--- config.mk ---
export PLATFORM = sky130hd
export DESIGN_NAME = cop_dispatch_queue
export DESIGN_NICKNAME = d
export VERILOG_FILES = /design/src/rtl/cop_pkg.sv /design/src/rtl/cop_sync_fifo.sv /design/src/rtl/cop_dispatch_queue.sv
export SDC_FILE = /design/constraint.sdc
export NUM_CORES = 1
export LEC_CHECK = 0
export CORE_AREA = 2 2 384 425
export DETAILED_ROUTE_END_ITERATION = 7
export DIE_AREA = 0 0 386 427
export SYNTH_ARGS = -nofsm -noshare
export SYNTH_HDL_FRONTEND = slang
export SYNTH_SLANG_ARGS = --single-unit
--- constraint.sdc ---
create_clock -name clk -period 10.2 [get_ports clk]
set_input_delay 2.04 -clock clk [delete_from_list [all_inputs] [get_ports clk]]
set_output_delay 2.04 -clock clk [all_outputs]
set_load 0.02 [all_outputs]
--- src/rtl/cop_pkg.sv ---
// Shared constants for the coprocessor dispatch path: instruction field
// positions and the opcode/hint widths carried with every command.
package cop_pkg;

    localparam int unsigned OPCODE_W     = 5;
    localparam int unsigned HINT_W       = 8;
    localparam int unsigned INSN_W       = 32;

    // Instruction word fields
    localparam int unsigned INSN_VLD_BIT = 12;
    localparam int unsigned INSN_FN_HI   = 29;
    localparam int unsigned INSN_FN_LO   = 25;
    localparam int unsigned INSN_XS_HI   = 14;
    localparam int unsigned INSN_XS_LO   = 13;

endpackage

--- src/rtl/cop_sync_fifo.sv ---
// Single-clock FIFO with full/empty flags. Pointers carry one extra wrap bit
// so that full and empty are distinguishable without a separate counter.
module cop_sync_fifo #(
    parameter int unsigned WIDTH = 8,
    parameter int unsigned DEPTH = 4
) (
    input  logic             clk,
    input  logic             rst,
    input  logic             push,
    input  logic [WIDTH-1:0] wdata,
    input  logic             pop,
    output logic [WIDTH-1:0] rdata,
    output logic             full,
    output logic             empty
);

    localparam int unsigned AW = $clog2(DEPTH);

    logic [WIDTH-1:0] mem [DEPTH];
    logic [AW:0]      wr_ptr_q, rd_ptr_q;
    logic             push_en, pop_en;

    assign push_en = push && !full;
    assign pop_en  = pop && !empty;

    assign empty = (wr_ptr_q == rd_ptr_q);
    assign full  = (wr_ptr_q[AW] != rd_ptr_q[AW]) && (wr_ptr_q[AW-1:0] == rd_ptr_q[AW-1:0]);
    assign rdata = mem[rd_ptr_q[AW-1:0]];

    // Pointer state; reset empties the FIFO immediately.
    always_ff @(posedge clk or posedge rst) begin
        if (rst) begin
            wr_ptr_q <= '0;
            rd_ptr_q <= '0;
        end else begin
            if (push_en) wr_ptr_q <= wr_ptr_q + (AW+1)'(1);
            if (pop_en)  rd_ptr_q <= rd_ptr_q + (AW+1)'(1);
        end
    end

    // Storage needs no reset; the pointers define what is valid.
    always_ff @(posedge clk) begin
        if (push_en) mem[wr_ptr_q[AW-1:0]] <= wdata;
    end

endmodule

--- src/rtl/cop_dispatch_queue.sv ---
// Coprocessor dispatch queue: accepts CPU requests, queues legal ones for the
// accelerator, limits commands in flight, and returns accelerator responses or
// locally generated decode-error responses to the CPU.
// Optional macro COP_DISPATCH_PERF_EN adds perf_cmd_cnt / perf_stall_cnt.
module cop_dispatch_queue
    import cop_pkg::*;
#(
    parameter int unsigned ID_WIDTH        = 12,
    parameter int unsigned REQ_DATA_WIDTH  = 256,
    parameter int unsigned RESP_DATA_WIDTH = 64,
    parameter int unsigned REQ_DEPTH       = 4,
    parameter int unsigned MAX_OUTSTANDING = 8
) (
    input  logic                       clk,
    input  logic                       rst,
    input  logic                       pad_cop_req_vld,
    output logic                       cop_pad_req_rdy,
    input  logic [OPCODE_W-1:0]        pad_cop_req_cop,
    input  logic [HINT_W-1:0]          pad_cop_req_hint,
    input  logic [ID_WIDTH-1:0]        pad_cop_req_id,
    input  logic [INSN_W-1:0]          pad_cop_req_insn,
    input  logic [REQ_DATA_WIDTH-1:0]  pad_cop_req_data,
    output logic                       accel_cmd_valid,
    output logic [OPCODE_W-1:0]        accel_cmd_opcode,
    output logic [HINT_W-1:0]          accel_cmd_hint,
    output logic [ID_WIDTH-1:0]        accel_cmd_id,
    output logic [INSN_W-1:0]          accel_cmd_insn,
    output logic [REQ_DATA_WIDTH-1:0]  accel_cmd_data,
    input  logic                       accel_cmd_ready,
    input  logic                       accel_resp_valid,
    input  logic [ID_WIDTH-1:0]        accel_resp_id,
    input  logic [RESP_DATA_WIDTH-1:0] accel_resp_data,
    output logic                       cop_pad_resp_vld,
    output logic [ID_WIDTH-1:0]        cop_pad_resp_id,
    output logic [RESP_DATA_WIDTH-1:0] cop_pad_resp_data,
    output logic                       cop_pad_resp_err,
    output logic [7:0]                 outstanding_cnt,
`ifdef COP_DISPATCH_PERF_EN
    output logic [31:0]                perf_cmd_cnt,
    output logic [31:0]                perf_stall_cnt,
`endif
    output logic                       err_underflow
);

    localparam int unsigned EW = OPCODE_W + HINT_W + ID_WIDTH + INSN_W + REQ_DATA_WIDTH;

    logic [EW-1:0]              fifo_wdata, fifo_rdata;
    logic                       fifo_full, fifo_empty, fifo_push;
    logic                       req_hs, req_legal, cmd_hs;

    logic [7:0]                 cnt_q, cnt_d;
    logic                       underflow_q, underflow_d;
    logic                       err_pending_q, err_pending_d;
    logic [ID_WIDTH-1:0]        err_id_q, err_id_d;
    logic                       resp_vld_q, resp_vld_d;
    logic [ID_WIDTH-1:0]        resp_id_q, resp_id_d;
    logic [RESP_DATA_WIDTH-1:0] resp_data_q, resp_data_d;
    logic                       resp_err_q, resp_err_d;

    assign cop_pad_req_rdy = !fifo_full && !err_pending_q;
    assign req_hs          = pad_cop_req_vld && cop_pad_req_rdy;
    assign req_legal       = pad_cop_req_insn[INSN_VLD_BIT];
    assign fifo_push       = req_hs && req_legal;
    assign fifo_wdata      = {pad_cop_req_cop, pad_cop_req_hint, pad_cop_req_id,
                              pad_cop_req_insn, pad_cop_req_data};

    assign accel_cmd_valid = !fifo_empty && (cnt_q < 8'(MAX_OUTSTANDING));
    assign cmd_hs          = accel_cmd_valid && accel_cmd_ready;
    assign {accel_cmd_opcode, accel_cmd_hint, accel_cmd_id,
            accel_cmd_insn, accel_cmd_data} = fifo_rdata;

    cop_sync_fifo #(
        .WIDTH (EW),
        .DEPTH (REQ_DEPTH)
    ) u_fifo (
        .clk   (clk),
        .rst   (rst),
        .push  (fifo_push),
        .wdata (fifo_wdata),
        .pop   (cmd_hs),
        .rdata (fifo_rdata),
        .full  (fifo_full),
        .empty (fifo_empty)
    );

    // Outstanding count and underflow flag next-state.
    always_comb begin
        cnt_d       = cnt_q;
        underflow_d = underflow_q;
        case ({cmd_hs, accel_resp_valid})
            2'b10:   cnt_d = cnt_q + 8'd1;
            2'b01:   if (cnt_q != 8'd0) cnt_d = cnt_q - 8'd1;
            default: ;
        endcase
        if (accel_resp_valid && (cnt_q == 8'd0)) underflow_d = 1'b1;
    end

    // Response path: accelerator responses win; a pending decode error waits.
    always_comb begin
        err_pending_d = err_pending_q;
        err_id_d      = err_id_q;
        resp_vld_d    = 1'b0;
        resp_id_d     = resp_id_q;
        resp_data_d   = resp_data_q;
        resp_err_d    = resp_err_q;
        if (req_hs && !req_legal) begin
            err_pending_d = 1'b1;
            err_id_d      = pad_cop_req_id;
        end
        if (accel_resp_valid) begin
            resp_vld_d  = 1'b1;
            resp_id_d   = accel_resp_id;
            resp_data_d = accel_resp_data;
            resp_err_d  = 1'b0;
        end else if (err_pending_q) begin
            resp_vld_d    = 1'b1;
            resp_id_d     = err_id_q;
            resp_data_d   = '0;
            resp_err_d    = 1'b1;
            err_pending_d = 1'b0;
        end
    end

    // Control and response registers.
    always_ff @(posedge clk or posedge rst) begin
        if (rst) begin
            cnt_q         <= '0;
            underflow_q   <= 1'b0;
            err_pending_q <= 1'b0;
            err_id_q      <= '0;
            resp_vld_q    <= 1'b0;
            resp_id_q     <= '0;
            resp_data_q   <= '0;
            resp_err_q    <= 1'b0;
        end else begin
            cnt_q         <= cnt_d;
            underflow_q   <= underflow_d;
            err_pending_q <= err_pending_d;
            err_id_q      <= err_id_d;
            resp_vld_q    <= resp_vld_d;
            resp_id_q     <= resp_id_d;
            resp_data_q   <= resp_data_d;
            resp_err_q    <= resp_err_d;
        end
    end

    assign outstanding_cnt   = cnt_q;
    assign err_underflow     = underflow_q;
    assign cop_pad_resp_vld  = resp_vld_q;
    assign cop_pad_resp_id   = resp_id_q;
    assign cop_pad_resp_data = resp_data_q;
    assign cop_pad_resp_err  = resp_err_q;

`ifdef COP_DISPATCH_PERF_EN
    logic [31:0] perf_cmd_q, perf_stall_q;

    // Free-running wrapping counters of handshakes and stalled cycles.
    always_ff @(posedge clk or posedge rst) begin
        if (rst) begin
            perf_cmd_q   <= '0;
            perf_stall_q <= '0;
        end else begin
            if (cmd_hs) perf_cmd_q <= perf_cmd_q + 32'd1;
            if (accel_cmd_valid && !accel_cmd_ready) perf_stall_q <= perf_stall_q + 32'd1;
        end
    end

    assign perf_cmd_cnt   = perf_cmd_q;
    assign perf_stall_cnt = perf_stall_q;
`endif

endmodule

Word level (Yosys, flattened, before mapping) --
Memories as Yosys holds them, arrays and structs flattened. Cells that the tools add are included.
Operators by class: add/sub/neg operators 4, $lt $le $gt $ge 1, equal/unequal tests 6, mux-type cells 15, reductions and logical operators 19
Operators by type and width (number):
- two-way mux 64 bit | 2
- two-way mux 12 bit | 2
- case mux 8 bit (2 select lines) | 1
- logical AND 1 bit | 10
- two-way mux 1 bit | 9
- adder 8 x 1 -> 8 bit (second input constant) | 1
- logical NOT 8 bit | 1
- less-than comparator 8 x 4 -> 1 bit (second input constant) | 1
- two-way mux 8 bit | 1
- nonzero test 8 bit | 1
- subtractor 8 x 1 -> 8 bit (second input constant) | 1
- adder 3 x 1 -> 3 bit (second input constant) | 2
- logical NOT 1 bit | 4
- nonzero test 2 bit | 2
- == test 3 bit | 1
- == test 2 x 1 -> 1 bit (second input constant) | 1
- == test 2 bit | 1
- == test 2 bit (second input constant) | 1
- inequality test 2 bit (second input constant) | 1
- AND reduction 2 bit | 1
- inequality test 1 bit | 1
Word-level totals: register bits after elaboration 106, RAM bits 1252, input bits 394, logic and storage cells 56, memories kept 1
Memories:
- u_fifo.mem | depth 4, bits a word 313, read ports 1, clocked after memory_dff 0, wr ports 1, line cop_sync_fifo.sv:19 | logic [WIDTH-1:0] mem [DEPTH];

Logic depth before layout (Yosys ltp) --
Gate-level depths: netlist of the first run.
word-level depth 9, depth in mapped cells 13

Modules after synthesis --
Synthesis of the first run repeated with hierarchy kept, for this count alone.
Second synthesis, totals: cell total of the unflattened synthesis 2097, area total of the unflattened synthesis 50085.5 um^2
Modules (own cells, without submodules):
- cop_sync_fifo | instances 1, cells each 1684, area an instance 45666.3 um^2
- cop_dispatch_queue | instances 1, cells each 413, area an instance 4419.2 um^2

Least setup slack after synthesis of the first run --
Ideal clock, no wire load.
path kind input to register, from input pad_cop_req_vld, to memory u_fifo.mem[3][0] in the netlist's numbering, enable pin, setup time 0.716 ns, data arrival time 9.437 ns, required time 9.484 ns, slack 0.047 ns, stages 3, path buffers 1, path through and3_1 > buf_2 > and2_1
Between the ends: cells in the longest elaborated chain, start to end 5
RTL lines:
- start, declared | line cop_dispatch_queue.sv:16 | input logic pad_cop_req_vld,
- logical AND 1 bit | line cop_dispatch_queue.sv:61 | assign req_hs = pad_cop_req_vld && cop_pad_req_rdy;
- logical AND 1 bit | line cop_dispatch_queue.sv:63 | assign fifo_push = req_hs && req_legal;
- logical AND 1 bit | line cop_sync_fifo.sv:23 | assign push_en = push && !full;
- two-way mux 1 bit | line cop_sync_fifo.sv:43 | if (push_en) mem[wr_ptr_q[AW-1:0]] <= wdata;
- two-way mux 1 bit (implied by the code) | line cop_sync_fifo.sv:43
- end, declared | line cop_sync_fifo.sv:19
No other way between the ends.

Worst setup path in the final report of the first run --
from register u_fifo.rd_ptr_q[1], to output accel_cmd_data[126]
Between the ends: cells in the longest elaborated chain, start to end 1
RTL lines:
- start, declared | line cop_sync_fifo.sv:20 | logic [AW:0] wr_ptr_q, rd_ptr_q;
- start signal, assigned | line cop_sync_fifo.sv:37 | if (pop_en) rd_ptr_q <= rd_ptr_q + (AW+1)'(1);
- memory read (4 x 313 bit)
- end, declared | line cop_dispatch_queue.sv:28 | output logic [REQ_DATA_WIDTH-1:0] accel_cmd_data,
No other way between the ends.

==> results of run 1 <==
worst max path at each step:
| stage | start | slack, ns | cells after the start | end |
|---|---|---|---|---|
| floorplan | pad_cop_req_vld | 0.05 | 3 | u_fifo.mem[3][0] |
| global placement | u_fifo.rd_ptr_q[0] | 4.79 | 4 | accel_cmd_data[19] |
| detailed placement | u_fifo.rd_ptr_q[0] | 4.79 | 4 | accel_cmd_data[19] |
| CTS | u_fifo.rd_ptr_q[0] | 3.92 | 4 | accel_cmd_data[19] |
| global route | u_fifo.rd_ptr_q[0] | 3.79 | 4 | accel_cmd_data[232] |
| finish | u_fifo.rd_ptr_q[1] | 4.09 | 4 | accel_cmd_data[126] |
area by class of cell:
cell class	instances	share of cell area
Sequential cell	1358	0.622
Multi-Input combinational cell	550	0.136
Timing Repair Buffer	819	0.128
Clock buffer	178	0.0604
Tap cell	2119	0.0410
Clock inverter	80	0.0115
Inverter	9	0.000561
Antenna cell	10	0.000387
flip-flops by register name (all words and copies together), names as in the netlist:
signal / cells
cop_pad_resp_err: 1
u_fifo.rd_ptr_q: 3
outstanding_cnt: 8
u_fifo.mem: 1252
err_pending_q: 1
u_fifo.wr_ptr_q: 3
cop_pad_resp_data: 64
cop_pad_resp_vld: 1
err_id_q: 12
err_underflow: 1
cop_pad_resp_id: 12
power by group:
| group | switching, W | internal (W) | leakage [nW] |
|---|---|---|---|
| logic | 0.00276 | 0.00245 | 5.90 |
| clock network | 0.00214 | 0.00299 | 2.27 |
| registers | 0.000186 | 0.00671 | 12.6 |
| total | 0.00509 | 0.0121 | 20.8 |
cell families (layout without fill, tap and decap cells):
kind of cell	Yosys count	count (layout)	share of synthesized area
adder cells (fa/ha/maj)	12	12	0.00319
buffers and inverters	103	1086	0.00908
AO/OA/AOI/OAI	97	97	0.0142
multiplexers	339	339	0.148
flip-flops	1358	1358	0.813
XOR/XNOR	14	14	0.00293
other	0	10	0
AND/OR/NAND/NOR	88	88	0.00895
critical path, cell delays in order (launching register included):
cell and delay (ns):
dfrtp_4 0.76, buf_12 0.50, buf_4 0.63, mux4_2 0.43, clkdlybuf4s50_1 0.56
synthesized netlist by cell type (2+ instances only):
cell	number	share of area
a21oi_2	6	0.0011
edfxtp_1	1252	0.76
buf_2	35	0.0035
a21oi_1	2	0.00020
ha_1	11	0.0028
buf_4	2	0.00030
buf_1	6	0.00046
dfrtp_1	106	0.054
mux2_1	3	0.00068
xor2_2	2	0.00066
a22o_1	44	0.0078
mux2_2	10	0.0023
nand2b_1	21	0.0027
inv_1	9	0.00068
nor2_1	10	0.00076
o21ai_0	34	0.0034
a31o_2	2	0.00035
clkbuf_1	50	0.0038
xnor2_1	5	0.00089
xor2_1	6	0.0011
and2_1	4	0.00051
nor3_1	2	0.00020
nor2_2	5	0.00063
nand2_1	39	0.0030
mux2i_1	12	0.0024
mux4_2	313	0.14
a21o_1	3	0.00046
cells in the final DEF (no fill, tap or decap), types with 3 or more instances in the layout:
master,n
a22o_1,44
buf_4,12
mux2_1,3
clkbuf_1,25
clkdlybuf4s50_1,794
nor2_2,5
inv_1,8
mux2_2,10
clkbuf_16,152
nand2b_1,21
clkinv_4,3
xnor2_1,5
bufinv_16,10
mux2i_1,12
mux4_2,313
o21ai_0,34
edfxtp_1,1252
ha_1,11
inv_6,4
clkinv_8,3
and2_4,4
nor2_1,9
nand2_1,39
clkinv_1,28
dfrtp_1,103
xor2_1,6
a21o_1,3
clkinv_2,22
a21oi_2,6
inv_16,3
buf_12,13
diode_2,10
clkinvlp_4,5
per-stage QoR:
stage	cells	hold WS (ns)	power, W	util	instance area, um^2
6_report	5123	0.485	0.0172	0.403	64700
5_1_grt	5120	0.509	0.0179	0.403	64700
4_1_cts	5113	0.487	0.0175	0.402	64700
3_5_place_dp	4855	0.465	0.0123	0.373	60000
3_3_place_gp	4855	0.453	0.0123	0.373	60000
2_1_floorplan	2011	0.458	0.0101	-	49500
routing by layer:
| layer | vias up | wire, um | global-route usage |
|---|---|---|---|
| met5 | - | 83 | 0 |
| met4 | 12 | 2960 | 0.0467 |
| met2 | 852 | 63900 | 0.248 |
| met1 | 12732 | 49000 | 0.182 |
| li1 | 10245 | - | - |
| met3 | 195 | 10100 | 0.0496 |
==> results.sh, run 1 <==
export IMPL_fillCellCount=14118
export IMPL_finalSetupViolations=0
export IMPL_initial_core_util=0.308
export IMPL_powerDensity_nw_per_um2=266
export IMPL_grt_pass1_vias=24758
export IMPL_root_buffer="clkbuf_16"
export IMPL_ant_nets=0
export IMPL_r2r_start="u_fifo.rd_ptr_q[1]"
export IMPL_status="complete, no violations"
export IMPL_regArea_um2=40300
export IMPL_syn_area_um2=49500
export IMPL_dieArea_um2=165000
export IMPL_wl_per_cell_um=24.6
export IMPL_dp_hpwl_mm=80.6
export IMPL_fp_dieH_um=427
export IMPL_skew_ns=0.0224
export IMPL_grt_first_pass_wirelength_mm=178
export IMPL_tightest_slew_ns=1.08
export IMPL_place_ws_ns=4.79
export IMPL_fmax_mhz=164
export IMPL_clk_latency_ns=0.76
export IMPL_min_to="err_underflow"
export IMPL_cp_arrival_ns=4.07
export IMPL_min_delay_start="err_underflow"
export IMPL_cts_clk_slew_worst_paths_ns=0.06
export IMPL_p_leak_nw=20.8
export IMPL_relSlewSlack=0.279
export IMPL_cts_sinks=1358
export IMPL_ys_types=44
export IMPL_core_area_um2=161000
export IMPL_avgSynthCellArea_um2=24.6
export IMPL_syn_nets=2417
export IMPL_endpoint_kind="output pin"
export IMPL_globalplace_congestion=0.763
export IMPL_layout_worst_path_cycle_share=0.599
export IMPL_grt_usage=0.149
export IMPL_rows=155
export IMPL_finalMaxSlewViolations=0
export IMPL_crit_type="reg2out"
export IMPL_worstHoldPathType="reg2reg"
export IMPL_drc=0
export IMPL_die_width_um=386
export IMPL_first_pass_iters=5
export IMPL_dr_total_vias=24036
export IMPL_finalSetupTns_ns=0
export IMPL_reg2regPathDepth=6
export IMPL_cts_inserted_buffers=145
export IMPL_worst_r2r_endpoint="u_fifo.mem[0][143]"
export IMPL_postCtsHoldBufs=0
export IMPL_yosys_register_bits=1358
export IMPL_io_pins=796
export IMPL_dr_first_iter_drc_count=1429
export IMPL_timing_final_ws_setup_ns=4.09
export IMPL_drv_cap=0
export IMPL_rsz0062_at_grt="false"
export IMPL_path_max_fanout=121
export IMPL_cts_resized=0
export IMPL_clockBufferDepth=3
export IMPL_synth_sequential_area_ratio=0.813
export IMPL_layout_drive_gt1_share=0.194
export IMPL_synth_ff_type="edfxtp_1"
export IMPL_grt_antenna_before_repair=27
export IMPL_grt_max_degree=134
export IMPL_overflow=0
export IMPL_r2r_slack_ns=6.42
export IMPL_final_hold_violation_count=0
export IMPL_ir_drop_mv=0.158
export IMPL_min_path_cells=1
export IMPL_async_reset_ff_frac=0.0781
export IMPL_multiInputGateArea_um2=8800
export IMPL_tritoncts="yes"
export IMPL_wirelength_mm=126
export IMPL_setup_worst_path_start_class="flip-flop"
export IMPL_drt_vias_per_instance=4.69
export IMPL_synth_edf_count=1252
export IMPL_nets=3289
export IMPL_synthCells=2011
export IMPL_synthToLayoutAreaGrowth_pct=30.8
export IMPL_cp_required_ns=8.16
export IMPL_period_minus_slack_ns=6.11
export IMPL_cts_htree_levels=4
export IMPL_ys_warn_count=0
export IMPL_cts_setup_buffers=0
export IMPL_port_buffers=795
Note: power is estimated with default switching activity, not from simulation.
==> run 2: changes to the inputs <==
==> constraint.sdc (replaced) <==
create_clock -name clk -period 5.88 [get_ports clk]
set_input_delay 1.176 -clock clk [delete_from_list [all_inputs] [get_ports clk]]
set_output_delay 1.176 -clock clk [all_outputs]
set_load 0.02 [all_outputs]
==> results.sh, run 2 (synthesis gave the netlist of run 1 again) <==
export IMPL_layout_worst_path_cycle_share=0.803
export IMPL_regArea_um2=40300
export IMPL_fmax_mhz=212
export IMPL_cts_clk_slew_worst_paths_ns=0.06
export IMPL_port_buffers=795
export IMPL_cts_setup_buffers=0
export IMPL_root_buffer="clkbuf_16"
export IMPL_clk_latency_ns=0.77
export IMPL_min_delay_start="cop_pad_resp_data[36]"
export IMPL_tritoncts="yes"
export IMPL_fillCellCount=14168
export IMPL_first_pass_iters=4
export IMPL_drt_vias_per_instance=4.63
export IMPL_fp_dieH_um=427
export IMPL_skew_ns=0.0413
export IMPL_grt_antenna_before_repair=24
export IMPL_cts_htree_levels=4
export IMPL_overflow=0
export IMPL_grt_max_degree=70
export IMPL_cts_sinks=1358
export IMPL_grt_usage=0.147
export IMPL_final_hold_violation_count=0
export IMPL_path_max_fanout=37
export IMPL_rows=155
export IMPL_reg2regPathDepth=12
export IMPL_core_area_um2=161000
export IMPL_synthToLayoutAreaGrowth_pct=31.7
export IMPL_final_common_cell="edfxtp_1"
export IMPL_finalSetupTns_ns=0
export IMPL_cp_arrival_ns=3.55
export IMPL_wl_per_cell_um=23.9
export IMPL_grt_pass1_vias=25517
export IMPL_rsz0062_at_grt="false"
export IMPL_clockBufferDepth=3
export IMPL_tightest_slew_ns=1.05
export IMPL_ir_drop_mv=0.275
export IMPL_dr_first_iter_drc_count=1427
export IMPL_largest_register_ffs=1252
export IMPL_cp_required_ns=4.70
export IMPL_die_width_um=386
export IMPL_wirelength_mm=124
export IMPL_dr_total_vias=24061
export IMPL_io_pins=796
export IMPL_multiInputGateArea_um2=8800
export IMPL_drv_cap=0
export IMPL_powerDensity_nw_per_um2=457
export IMPL_endpoint_kind="output pin"
export IMPL_worstHoldPathType="reg2reg"
export IMPL_worst_r2r_endpoint="outstanding_cnt[6]"
export IMPL_utilization=0.405
export IMPL_globalplace_congestion=0.810
export IMPL_crit_type="reg2out"
export IMPL_final_cell_mix="1252 x edfxtp_1, 794 x clkdlybuf4s50_1, 313 x mux4_2"
export IMPL_p_leak_nw=21.1
export IMPL_nets=3359
export IMPL_min_path_cells=1
export IMPL_cts_resized=0
export IMPL_postCtsHoldBufs=0
export IMPL_grt_first_pass_wirelength_mm=177
export IMPL_initial_core_util=0.308
export IMPL_drc=0
export IMPL_dieArea_um2=165000
export IMPL_setup_worst_path_start_class="flip-flop"
export IMPL_status="complete, no violations"
export IMPL_relSlewSlack=0.300
export IMPL_dp_hpwl_mm=83.1
export IMPL_ant_nets=0
export IMPL_min_to="cop_pad_resp_data[36]"
export IMPL_r2r_start="u_fifo.rd_ptr_q[1]"
export IMPL_finalMaxSlewViolations=0
export IMPL_layout_drive_gt1_share=0.209
export IMPL_cts_inserted_buffers=141
export IMPL_finalSetupViolations=0
export IMPL_r2r_slack_ns=2.25
export IMPL_period_minus_slack_ns=4.72
## run 2: layer usage
layer  global-route usage  share of wire  vias up
li1                     -              -    10421
met1                0.173           0.38    12611
met2                0.249           0.51      825
met3               0.0524          0.085      192
met4               0.0522          0.029       12
met5                    0        0.00060        -
## run 2: critical path: stages, from the launching register on
cell	delay, ns
dfrtp_4	1.04
buf_4	0.52
mux4_2	0.57
clkdlybuf4s50_1	0.61
## run 2: layout make-up
cell class | count | share of cell area
clock inverter | 70 | 0.00958
sequential | 1358 | 0.618
tap | 2119 | 0.0407
multi-input combinational | 550 | 0.135
clock buffer | 182 | 0.0584
inverter | 9 | 0.000557
timing repair buffer | 893 | 0.138
antenna | 11 | 0.000422
## run 2: worst max path at each step
stage                       start                   to  cells after the start
4_1_cts        u_fifo.rd_ptr_q[0]  accel_cmd_opcode[2]                      3
2_1_floorplan     pad_cop_req_vld     u_fifo.mem[3][0]                      3
3_3_place_gp   u_fifo.rd_ptr_q[0]   accel_cmd_data[43]                      3
5_1_grt        u_fifo.rd_ptr_q[0]   accel_cmd_data[43]                      3
6_report       u_fifo.rd_ptr_q[0]  accel_cmd_data[226]                      3
3_5_place_dp   u_fifo.rd_ptr_q[0]   accel_cmd_data[43]                      3
## run 2: report_power, final
| part | total, W | switching [W] | internal [W] |
|---|---|---|---|
| registers | 0.0120 | 0.000426 | 0.0116 |
| clock network | 0.00855 | 0.00365 | 0.00490 |
| logic | 0.00917 | 0.00475 | 0.00442 |
| total | 0.0298 | 0.00883 | 0.0209 |
## run 2: stage by stage
| stage | total power (W) | setup WS, ns | hold slack [ns] | instances | instance area (um^2) |
|---|---|---|---|---|---|
| final | 0.0298 | 1.16 | 0.500 | 5192 | 65200 |
| after global routing | 0.0310 | 0.900 | 0.511 | 5188 | 65200 |
| after CTS | 0.0303 | 0.935 | 0.499 | 5181 | 65100 |
| after detailed placement | 0.0216 | 1.79 | 0.480 | 4929 | 60700 |
| after global placement | 0.0216 | 1.81 | 0.478 | 4929 | 60700 |
| after floorplan | 0.0173 | 0.128 | 0.458 | 2011 | 49500 |
==> run 3: changes to the inputs <==
==> constraint.sdc (replaced) <==
create_clock -name clk -period 4.3 [get_ports clk]
set_input_delay 0.86 -clock clk [delete_from_list [all_inputs] [get_ports clk]]
set_output_delay 0.86 -clock clk [all_outputs]
set_load 0.02 [all_outputs]
==> results.sh, run 3 (synthesis gave the netlist of run 1 again) <==
export IMPL_first_pass_iters=5
export IMPL_grt_antenna_before_repair=25
export IMPL_drt_vias_per_instance=4.64
export IMPL_dp_cells=4942
export IMPL_utilization=0.408
export IMPL_p_leak_nw=21.3
export IMPL_layout_drive_gt1_share=0.217
export IMPL_finalSetupViolations=0
export IMPL_drc=0
export IMPL_rows=155
export IMPL_dp_hpwl_mm=84.3
export IMPL_die_width_um=386
export IMPL_fmax_mhz=244
export IMPL_worst_path_dominant_cell_family="buffers and inverters"
export IMPL_io_pins=796
export IMPL_synthToLayoutAreaGrowth_pct=32.6
export IMPL_ir_drop_mv=0.400
export IMPL_port_buffers=795
export IMPL_globalplace_congestion=0.841
export IMPL_cts_clk_slew_worst_paths_ns=0.06
export IMPL_setup_worst_path_start_class="flip-flop"
export IMPL_status="complete, no violations"
export IMPL_rsz0062_at_grt="false"
export IMPL_min_delay_start="err_underflow"
export IMPL_finalSetupTns_ns=0
export IMPL_multiInputGateArea_um2=8800
export IMPL_endpoint_kind="output pin"
export IMPL_fp_dieH_um=427
export IMPL_ant_nets=0
export IMPL_path_max_fanout=44
export IMPL_comb_power_share=0.313
export IMPL_final_cell_mix="1252 x edfxtp_1, 794 x clkdlybuf4s50_1, 313 x mux4_2"
export IMPL_regArea_um2=40300
export IMPL_clkPwrFrac=0.291
export IMPL_clockBufferDepth=3
export IMPL_final_common_cell="edfxtp_1"
export IMPL_tritoncts="yes"
export IMPL_dr_first_iter_drc_count=1404
export IMPL_cp_slowest_cell="dfrtp_4"
export IMPL_wl_per_cell_um=23.6
export IMPL_powerDensity_nw_per_um2=628
export IMPL_crit_start="u_fifo.rd_ptr_q[1]"
export IMPL_r2r_start="u_fifo.rd_ptr_q[1]"
export IMPL_crit_buf_inv=3
export IMPL_cpPeakStageDelay_ns=0.73
export IMPL_switching_share=0.296
export IMPL_postCtsHoldBufs=0
export IMPL_internal_power_w=0.0290
export IMPL_skew_ns=0.0211
export IMPL_p_seq_frac=0.396
export IMPL_clk_latency_ns=0.78
export IMPL_crit_type="reg2out"
export IMPL_root_buffer="clkbuf_16"
export IMPL_grt_first_pass_wirelength_mm=175
export IMPL_dr_total_vias=24201
export IMPL_period_minus_slack_ns=4.10
export IMPL_worstHoldPathType="reg2reg"
export IMPL_cp_arrival_ns=3.24
export IMPL_finalMaxSlewViolations=0
export IMPL_total_power_w=0.0412
export IMPL_crit_chain="buf_12 > buf_4 > mux4_2 > clkdlybuf4s50_1"
export IMPL_drv_cap=0
export IMPL_r2r_slack_ns=0.87
export IMPL_initial_core_util=0.308
export IMPL_cts_inserted_buffers=143
export IMPL_grt_pass1_vias=25633
export IMPL_final_hold_violation_count=0
export IMPL_fillCellCount=14139
export IMPL_power_switching_w=0.0122
export IMPL_cts_sinks=1358
export IMPL_core_area_um2=161000
export IMPL_layout_worst_path_cycle_share=0.952
export IMPL_tightest_slew_ns=1.13
export IMPL_cp_required_ns=3.44
export IMPL_grt_max_degree=104
export IMPL_wirelength_mm=123
export IMPL_largest_register_ffs=1252
export IMPL_dieArea_um2=165000
export IMPL_nets=3378
export IMPL_grt_usage=0.145
export IMPL_cts_htree_levels=4
export IMPL_overflow=0
export IMPL_layout_cells_non_filler=5213
export IMPL_relSlewSlack=0.244
export IMPL_whs_ns=0.480
[run 3: changes by cell type in the layout (fill, tap and decap cells not counted), sizes merged]
cell,delta
buf,+17
bufinv,+4
clkbuf,-5
clkinv,+3
clkinvlp,+3
diode,-3
inv,+2
[run 3: final timing paths]
path	to	cells past startpoint
worst min register to register	err_underflow	1
worst min-delay path	err_underflow	1
worst max-delay path	accel_cmd_data[250]	4
min in group asynchronous	err_id_q[2]	2
max in group asynchronous	err_pending_q	3
worst max register to register	outstanding_cnt[6]	13
[run 3: routing by layer]
| layer | GRT usage | up-vias | routed length, um |
|---|---|---|---|
| li1 | - | 10442 | - |
| met1 | 0.166 | 12705 | 46000 |
| met2 | 0.247 | 838 | 62400 |
| met3 | 0.0543 | 184 | 10700 |
| met4 | 0.0547 | 32 | 3620 |
| met5 | 0 | - | 220 |
[run 3: worst register-to-register path, cell delays in order (launching register included)]
cell,delay (ns)
dfrtp_4,0.67
xor2_1,0.24
nor3_2,0.34
nor3b_4,0.07
buf_4,0.17
nand2b_1,0.17
inv_1,0.20
ha_1,0.32
nor2b_1,0.15
o21ai_1,0.15
a21boi_0,0.11
o21a_1,0.18
or3_1,0.32
a31o_2,0.25
[run 3: cell type report]
cell class / count / area share
well taps: 2119 / 0.0404
inverters: 9 / 0.000553
clock buffers: 177 / 0.0574
flip-flops and latches: 1358 / 0.613
diodes: 8 / 0.000305
clock inverters: 82 / 0.0119
multi-input cells: 550 / 0.134
repair buffers: 910 / 0.142
[run 3: repair_timing]
item                                    in CTS  in global routing
endpoints found under the setup margin       0                  6
gates resized for setup                      0                  2
buffers inserted                             0                  4
[run 3: per-stage QoR]
stage / worst slack [ns] / instance area, um^2
floorplan: -1.41 / 49500
global placement: 0.655 / 61000
detailed placement: 0.726 / 61000
CTS: 0.00107 / 65500
global route: 0.0546 / 65600
finish: 0.205 / 65600
[run 3: power by group through the flow]
| stage | sequential, W | clock [W] | combinational [W] |
|---|---|---|---|
| floorplan | 0.0168 | 0 | 0.00686 |
| global placement | 0.0166 | 0 | 0.0130 |
| detailed placement | 0.0167 | 0 | 0.0130 |
| CTS | 0.0164 | 0.0123 | 0.0131 |
| global route | 0.0164 | 0.0128 | 0.0136 |
| finish | 0.0163 | 0.0120 | 0.0129 |
